$ cat config.mk
export PLATFORM = sky130hd
export DESIGN_NAME = processor
export DESIGN_NICKNAME = d
export VERILOG_FILES = /design/src/rtl/processor.sv
export SDC_FILE = /design/constraint.sdc
export NUM_CORES = 1
export LEC_CHECK = 0
export ABC_AREA = 1
export CORE_UTILIZATION = 60
export CTS_CLUSTER_DIAMETER = 80
export DETAILED_ROUTE_END_ITERATION = 8
export PLACE_DENSITY = 0.86
export SKIP_LAST_GASP = 1
export SYNTH_ARGS = -nofsm -noshare
export SYNTH_HDL_FRONTEND = slang
export SYNTH_SLANG_ARGS = --single-unit
$ cat constraint.sdc
create_clock -name clk -period 10.3 [get_ports clk]
set_input_delay 2.06 -clock clk [delete_from_list [all_inputs] [get_ports clk]]
set_output_delay 2.06 -clock clk [all_outputs]
set_load 0.1 [all_outputs]
$ cat src/rtl/processor.sv
// Sequencer that fills 18 result registers from a constant operand ROM, with registered readback on q.
// Optional feature: define PROCESSOR_GPIO_STATUS_EN to drive registered run status on gpio2.
module processor (
    input  logic        clk,
    input  logic        rst,
    input  logic [4:0]  switches,
    input  logic [23:0] parallelAddress,
    input  logic [35:0] gpio1,
    output logic [35:0] gpio2,
    output logic [15:0] q
);

    typedef enum logic [1:0] {IDLE, RUN, DONE} state_t;

    state_t      r_state, w_state_next;
    logic [4:0]  r_idx, w_idx_next;
    logic        w_we;
    logic [1:0]  w_group;
    logic [2:0]  w_lane;
    logic [15:0] w_result;
    logic [15:0] w_res [18];
    logic [7:0]  w_a;
    logic [15:0] w_rd_data;
    logic [15:0] r_q;

    function automatic logic [15:0] rom_word(input logic [7:0] a);
        case (a)
            8'd4:   return 16'd5;
            8'd5:   return 16'd7;
            8'd6:   return 16'd13;
            8'd7:   return 16'd19;
            8'd8:   return 16'd23;
            8'd9:   return 16'd24;
            8'd10:  return 16'd2;
            8'd11:  return 16'd4;
            8'd12:  return 16'd6;
            8'd13:  return 16'd7;
            8'd14:  return 16'd9;
            8'd15:  return 16'd33;
            8'd100: return 16'd1000;
            8'd101: return 16'd999;
            8'd102: return 16'd999;
            8'd103: return 16'd998;
            8'd104: return 16'd997;
            8'd105: return 16'd996;
            8'd200: return 16'd0;
            8'd201: return 16'd17;
            8'd202: return 16'd34;
            8'd203: return 16'd52;
            8'd204: return 16'd69;
            8'd205: return 16'd87;
            default: return 16'd0;
        endcase
    endfunction

    always_ff @(posedge clk or negedge rst) begin
        if (!rst) begin
            r_state <= IDLE;
            r_idx   <= '0;
        end else begin
            r_state <= w_state_next;
            r_idx   <= w_idx_next;
        end
    end

    always_comb begin
        w_state_next = r_state;
        w_idx_next   = r_idx;
        w_we         = 1'b0;
        case (r_state)
            IDLE: begin
                if (switches[0]) begin
                    w_state_next = RUN;
                    w_idx_next   = '0;
                end
            end
            RUN: begin
                if (switches[0]) begin
                    w_we       = 1'b1;
                    w_idx_next = r_idx + 5'd1;
                    if (r_idx == 5'd17)
                        w_state_next = DONE;
                end
            end
            DONE:    w_state_next = DONE;
            default: w_state_next = IDLE;
        endcase
    end

    // idx selects one of three six-entry groups; lane is the position inside the group
    always_comb begin
        w_group = 2'd0;
        w_lane  = r_idx[2:0];
        if (r_idx >= 5'd12) begin
            w_group = 2'd2;
            w_lane  = 3'(r_idx - 5'd12);
        end else if (r_idx >= 5'd6) begin
            w_group = 2'd1;
            w_lane  = 3'(r_idx - 5'd6);
        end
    end

    always_comb begin
        case (w_group)
            2'd0:    w_result = rom_word(8'd4 + {5'd0, w_lane}) + rom_word(8'd10 + {5'd0, w_lane});
            2'd1:    w_result = rom_word(8'd100 + {5'd0, w_lane}) << 1;
            default: w_result = rom_word(8'd200 + {5'd0, w_lane}) << 1;
        endcase
    end

    genvar gi;
    generate
        for (gi = 0; gi < 18; gi++) begin : g_res
            logic [15:0] r_word;
            always_ff @(posedge clk or negedge rst) begin
                if (!rst)
                    r_word <= '0;
                else if (w_we && (r_idx == 5'(gi)))
                    r_word <= w_result;
            end
            assign w_res[gi] = r_word;
        end
    endgenerate

    assign w_a = parallelAddress[7:0];

    always_comb begin
        w_rd_data = '0;
        if (parallelAddress[23:8] == 16'd0) begin
            if (w_a >= 8'd30 && w_a <= 8'd35)
                w_rd_data = w_res[5'(w_a - 8'd30)];
            else if (w_a >= 8'd124 && w_a <= 8'd129)
                w_rd_data = w_res[5'(w_a - 8'd118)];
            else if (w_a >= 8'd224 && w_a <= 8'd229)
                w_rd_data = w_res[5'(w_a - 8'd212)];
            else
                w_rd_data = rom_word(w_a);
        end
    end

    // readback samples registers before this edge's sequencer write lands
    always_ff @(posedge clk or negedge rst) begin
        if (!rst)
            r_q <= '0;
        else
            r_q <= switches[4] ? w_rd_data : 16'd0;
    end

    assign q = r_q;

`ifdef PROCESSOR_GPIO_STATUS_EN
    logic [35:0] r_gpio2;
    always_ff @(posedge clk or negedge rst) begin
        if (!rst)
            r_gpio2 <= '0;
        else
            r_gpio2 <= {r_state == DONE, r_state == RUN, 13'd0, r_idx, gpio1[15:0]};
    end
    assign gpio2 = r_gpio2;
    logic w_unused;
    assign w_unused = ^{switches[3:1], gpio1[35:16]};
`else
    assign gpio2 = '0;
    logic w_unused;
    assign w_unused = ^{switches[3:1], gpio1};
`endif

endmodule

# Word level (Yosys, flattened, before mapping)

Cells that the tools add are included.

Register bits: 311
Latch bits: 0
RAM bits: 0
ROM bits: 0
Output and inout bits: 52
Logic and storage cells: 257
Memories kept: 0

Add/subtract/negate cells: 11
Multiply operators: 0
Div/mod/pow operators: 0
Magnitude comparators: 11
Equality and inequality tests: 138
Shift operators: 0
Muxes and demuxes: 35
Bitwise logic cells: 3
Reductions and logical operators: 38

Operators by type and width:

| kind                                                | number |
|---|---|
| case mux 10 bit (21 select lines)                   | 5 |
| binary-select mux 16 bit (select 5 bit)             | 3 |
| two-way mux 16 bit                                  | 13 |
| equality test 8 x 4 -> 1 bit, second input constant | 24 |
| equality test 8 x 7 -> 1 bit, second input constant | 18 |
| equality test 8 bit, second input constant          | 15 |
| equality test 8 x 3 -> 1 bit, second input constant | 12 |
| equality test 5 x 4 -> 1 bit, second input constant | 16 |
| equality test 4 x 7 -> 1 bit, second input constant | 6 |
| equality test 5 x 7 -> 1 bit, second input constant | 6 |
| equality test 4 x 8 -> 1 bit, second input constant | 5 |
| equality test 5 x 3 -> 1 bit, second input constant | 8 |
| equality test 5 x 8 -> 1 bit, second input constant | 5 |
| equality test 4 bit, second input constant          | 8 |
| case mux 16 bit (2 select lines)                    | 1 |
| logical AND 1 bit                                   | 21 |
| OR reduction 2 bit                                  | 10 |
| >= comparator 6 bit, second input constant          | 3 |
| NOT 5 -> 6 bit                                      | 3 |
| adder 16 bit                                        | 1 |
| equality test 4 x 3 -> 1 bit, second input constant | 4 |
| <= comparator 8 bit, second input constant          | 2 |
| zero test 16 bit                                    | 1 |
| subtractor 5 bit, second input constant             | 3 |
| other kinds (28)                                    | 43 |

# Logic depth before layout (Yosys ltp)

Word-level depth: 10
Depth in mapped cells: 25
Depth with buffers taken out: 23

# Worst setup path after synthesis

OpenSTA, ideal clock, no wires.

Path type: input -> register
Start: input port parallelAddress[1]
End: register r_q[5] (netlist: q[5])
Library setup time: 0.077 ns
Arrival time: 4.068 ns
Required time: 10.223 ns
Path slack: 6.155 ns
Stages: 13
Cells stage by stage: buf_2 inv_1 clkbuf_1 buf_2 ha_1 nand2_1 clkbuf_1 o22ai_1 a21oi_1 nand2_1 o211ai_1 a31oi_1 a21oi_1

Cells in the longest elaborated chain, start to end: 10
Elaborated cells between the ends (all ways): 55
Classes of those cells: add/sub (3); order compare (6); eq/ne (23); mux (15); bitwise (3); reduce/logical (5)

RTL lines:

| item                                                   | RTL line | text |
|---|---|---|
| start: declaration                                     | 7        | `input logic [23:0] parallelAddress,` |
| subtractor 5 bit                                       | 135      | `w_rd_data = w_res[5'(w_a - 8'd212)];` |
| NOT 5 -> 6 bit (implied by the code)                   | 135      |  |
| binary-select mux 16 bit (select 5 bit)                | 135      |  |
| two-way mux 16 bit (implied by the code) (2 in series) | 135      |  |
| two-way mux 16 bit                                     | 134      | `else if (w_a >= 8'd224 && w_a <= 8'd229)` |
| two-way mux 16 bit                                     | 132      | `else if (w_a >= 8'd124 && w_a <= 8'd129)` |
| two-way mux 16 bit (*)                                 | 130      | `if (w_a >= 8'd30 && w_a <= 8'd35)` |
| two-way mux 16 bit (*)                                 | 129      | `if (parallelAddress[23:8] == 16'd0) begin` |
| two-way mux 16 bit (*)                                 | 146      | `r_q <= switches[4] ? w_rd_data : 16'd0;` |
| end signal: assignment                                 | 146      |  |
| end: declaration                                       | 24       | `logic [15:0] r_q;` |

Mark *: on every way between the ends. The rest lies on a longest branch, timed or not. The select of a mux whose other input is x is not followed.
A chain may end at the register's enable or synchronous reset.

# Worst setup path after layout

Start: input port parallelAddress[2]
End: register r_q[9] (netlist: q[9])

Same word-level chain as after synthesis.

==> out/metrics.yaml <==
outcome:
  status: "completed"
clock_tree:
  cts_setup_buffers: 0
  cts_resized: 0
  cts_sinks: 179
  worstSkewPairLatency_ps: 440
  clockBufferDepth: 2
  cts-htree-levels: 4
  path_clk_slew_ps: 70
  cts_root_buf: "clkbuf_16"
  cts_buffers: 17
  cts_hold_buf: 0
  cts_tree: "built"
synthesis:
  ys_ff_latch: 179
  synth_area_sq_um: 10900
  netlist_instances: 1547
  synth.largest_area_cell: "dfrtp_1"
  seq_area_frac_synth_pct: 41.1
  synth_top_cells_by_area: "dfrtp_1 (41%), nand2_1 (18%), o21ai_0 (8.0%)"
  avgSynthCellArea_sq_um: 7.04
  synth_edf_count: 0
  ys_warn_count: 0
  synth-main-ff-cell: "dfrtp_1"
  synth_top_area_share_pct: 41.1
  async_reset_ff_share_pct: 100
  yosys.cell_types.count: 51
sta:
  hold_violations: 0
  fmax_mhz: 178
  finalCritPeriodShare_pct: 54.5
  setup-tns-final_ps: 0
  worst_slew_pin_slew_ps: 1190
  period_needed_ps: 5610
  setup_viol: 0
  rsz0062_at_grt: "no"
  finClkSkew_ps: 5.72
  slew_viol_final: 0
  slew_headroom_pct: 19.7
layout:
  multiInputGateArea_sq_um: 5290
  fill_cells: 1508
  syn_to_final_growth_pct: 7.73
  design_area_sq_um: 11700
  drive_above_1_share_pct: 4.38
  regArea_sq_um: 4480
  num_antenna_cells: 0
  stdcell_count: 1779
  final_common_cell: "nand2_1"
  nNetsFinal: 1635
  final_cell_mix: "nand2_1 (535), dfrtp_1 (179), o21ai_0 (175), inv_1 (164), nor2_1 (85)"
placed_design:
  dp.cells: 1748
  gp_congestion: 0.966
  placed_area_sq_um: 11100
  hpwl_um: 20700
  portBuffers: 38
die:
  die_x_um: 137
  die_area_sq_um: 18700
  io_pins: 119
  core_area_sq_um: 17500
  rows: 48
  start_util_pct: 62.1
  die_y_um: 137
critical_path:
  critPathMaxStageDelay_ps: 1020
  crit_path_cell_trace: "clkdlybuf4s50_1 -> ha_1 -> nand2_1 -> clkinv_1 -> nand2_1 -> nand2_1 -> a21oi_1 -> o21ai_0 -> o211ai_1 -> nand2_1 -> nand2_1 -> nand2_1 -> nand2_1"
  cp_common_cell: "nand2_1"
  critPathMaxFanout: 29
  ff2ff_path_depth: 18
  startpoint_type: "primary input"
  crit_arrival_ps: 5990
  cp_slowest_cell: "clkdlybuf4s50_1"
  end_kind: "flip-flop"
  worst-setup-path-type: "in -> reg"
  cp.required_ps: 10680
drt:
  vias: 10200
  routed_via_density: 5.75
  final_antenna_net_count: 0
  wl_per_cell_um: 16.5
  routed_wl_um: 29400
  drc: 0
  drt_iter0_drc: 1274
  drtPass1Iterations: 6
global_route:
  grt_pass1_vias: 9228
  grt_max_degree: 98
  grt-ovfl-total: 0
  antenna_found_initial: 0
  grt_pass1_wl_um: 47100
  track_usage_pct: 33.3
power:
  peakVddDrop_uv: 276
  total_leakage_power_nw: 6.03
  p_per_area_nw_per_um2: 238
hold_path:
  min_path_cells: 2
  hold_class: "reg -> reg"
job:
  drv_cap: 0
worst max-delay path: cells and delay by family:
kind | cells | cell delay, ps
buffers and inverters | 2 | 1590
and+or+nand+nor | 7 | 1000
adders and majority gates | 1 | 820
AOI/OAI and AO/OA | 3 | 500
cells in the mapped netlist (12+ instances only):
master,instances
o21ai_0,175
o211ai_1,22
buf_4,43
dfrtp_1,179
a21oi_1,65
inv_1,164
nand3_1,73
nor3_1,12
clkbuf_1,48
nand2_1,535
nor2_1,85
buf_2,13
ha_1,25
cells by family (layout without fill, tap and decap cells):
group | after synthesis | in the layout | share of synthesized area, %
simple gates | 744 | 744 | 27.8
compound gates | 302 | 302 | 15.4
buf+inv | 285 | 252 | 11.7
flops | 179 | 179 | 41.1
fa+ha+maj | 26 | 26 | 3.06
xor+xnor | 5 | 5 | 0.402
mux | 5 | 5 | 0.483
other cells | 1 | 41 | 0.0344
per-stage QoR:
step	worst slack [ps]	hold slack [ps]	utilization [%]	total power, mW
2_1_floorplan	6150	444	-	1.81
3_3_place_gp	4440	457	63.6	2.08
3_5_place_dp	4410	461	63.6	2.12
4_1_cts	4860	480	66.9	2.77
5_1_grt	4470	501	66.9	2.96
6_report	4690	479	66.9	2.79
flip-flops by register name, indices dropped and copies added (netlist names):
register and cells:
g_res.r_word 162, q 10, r_idx 5, r_state 2
final timing paths:
path / from / to / slack (ps)
min in group asynchronous: rst / q[9] / 1650
setup reg to reg: r_idx[2] / g_res[8].r_word[2] / 5530
hold / removal: g_res[3].r_word[9] / g_res[3].r_word[9] / 480
hold reg to reg: g_res[3].r_word[9] / g_res[3].r_word[9] / 480
setup / recovery: parallelAddress[2] / q[9] / 4690
max in group asynchronous: rst / g_res[3].r_word[0] / 7110
metal layers:
metal	up-vias	global-route usage, %	wire length (um)
li1	4857	-	-
met1	4771	46.7	12500
met2	511	49.7	13000
met3	84	5.15	2490
met4	0	17.9	1380
met5	-	0	0
report_power, final:
| group | internal, mW | switching (mW) |
|---|---|---|
| registers | 0.863 | 0.0722 |
| clock network | 0.361 | 0.293 |
| logic | 0.297 | 0.905 |
| total | 1.52 | 1.27 |
cell type report:
class / instances / share of cell area [%]
well taps: 225 / 2.40
clock inverters: 13 / 1.31
repair buffers: 48 / 3.83
inverters: 173 / 5.54
clock buffers: 18 / 3.66
multi-input cells: 1123 / 45.1
flip-flops and latches: 179 / 38.2
(Power assumes the default switching activity.)
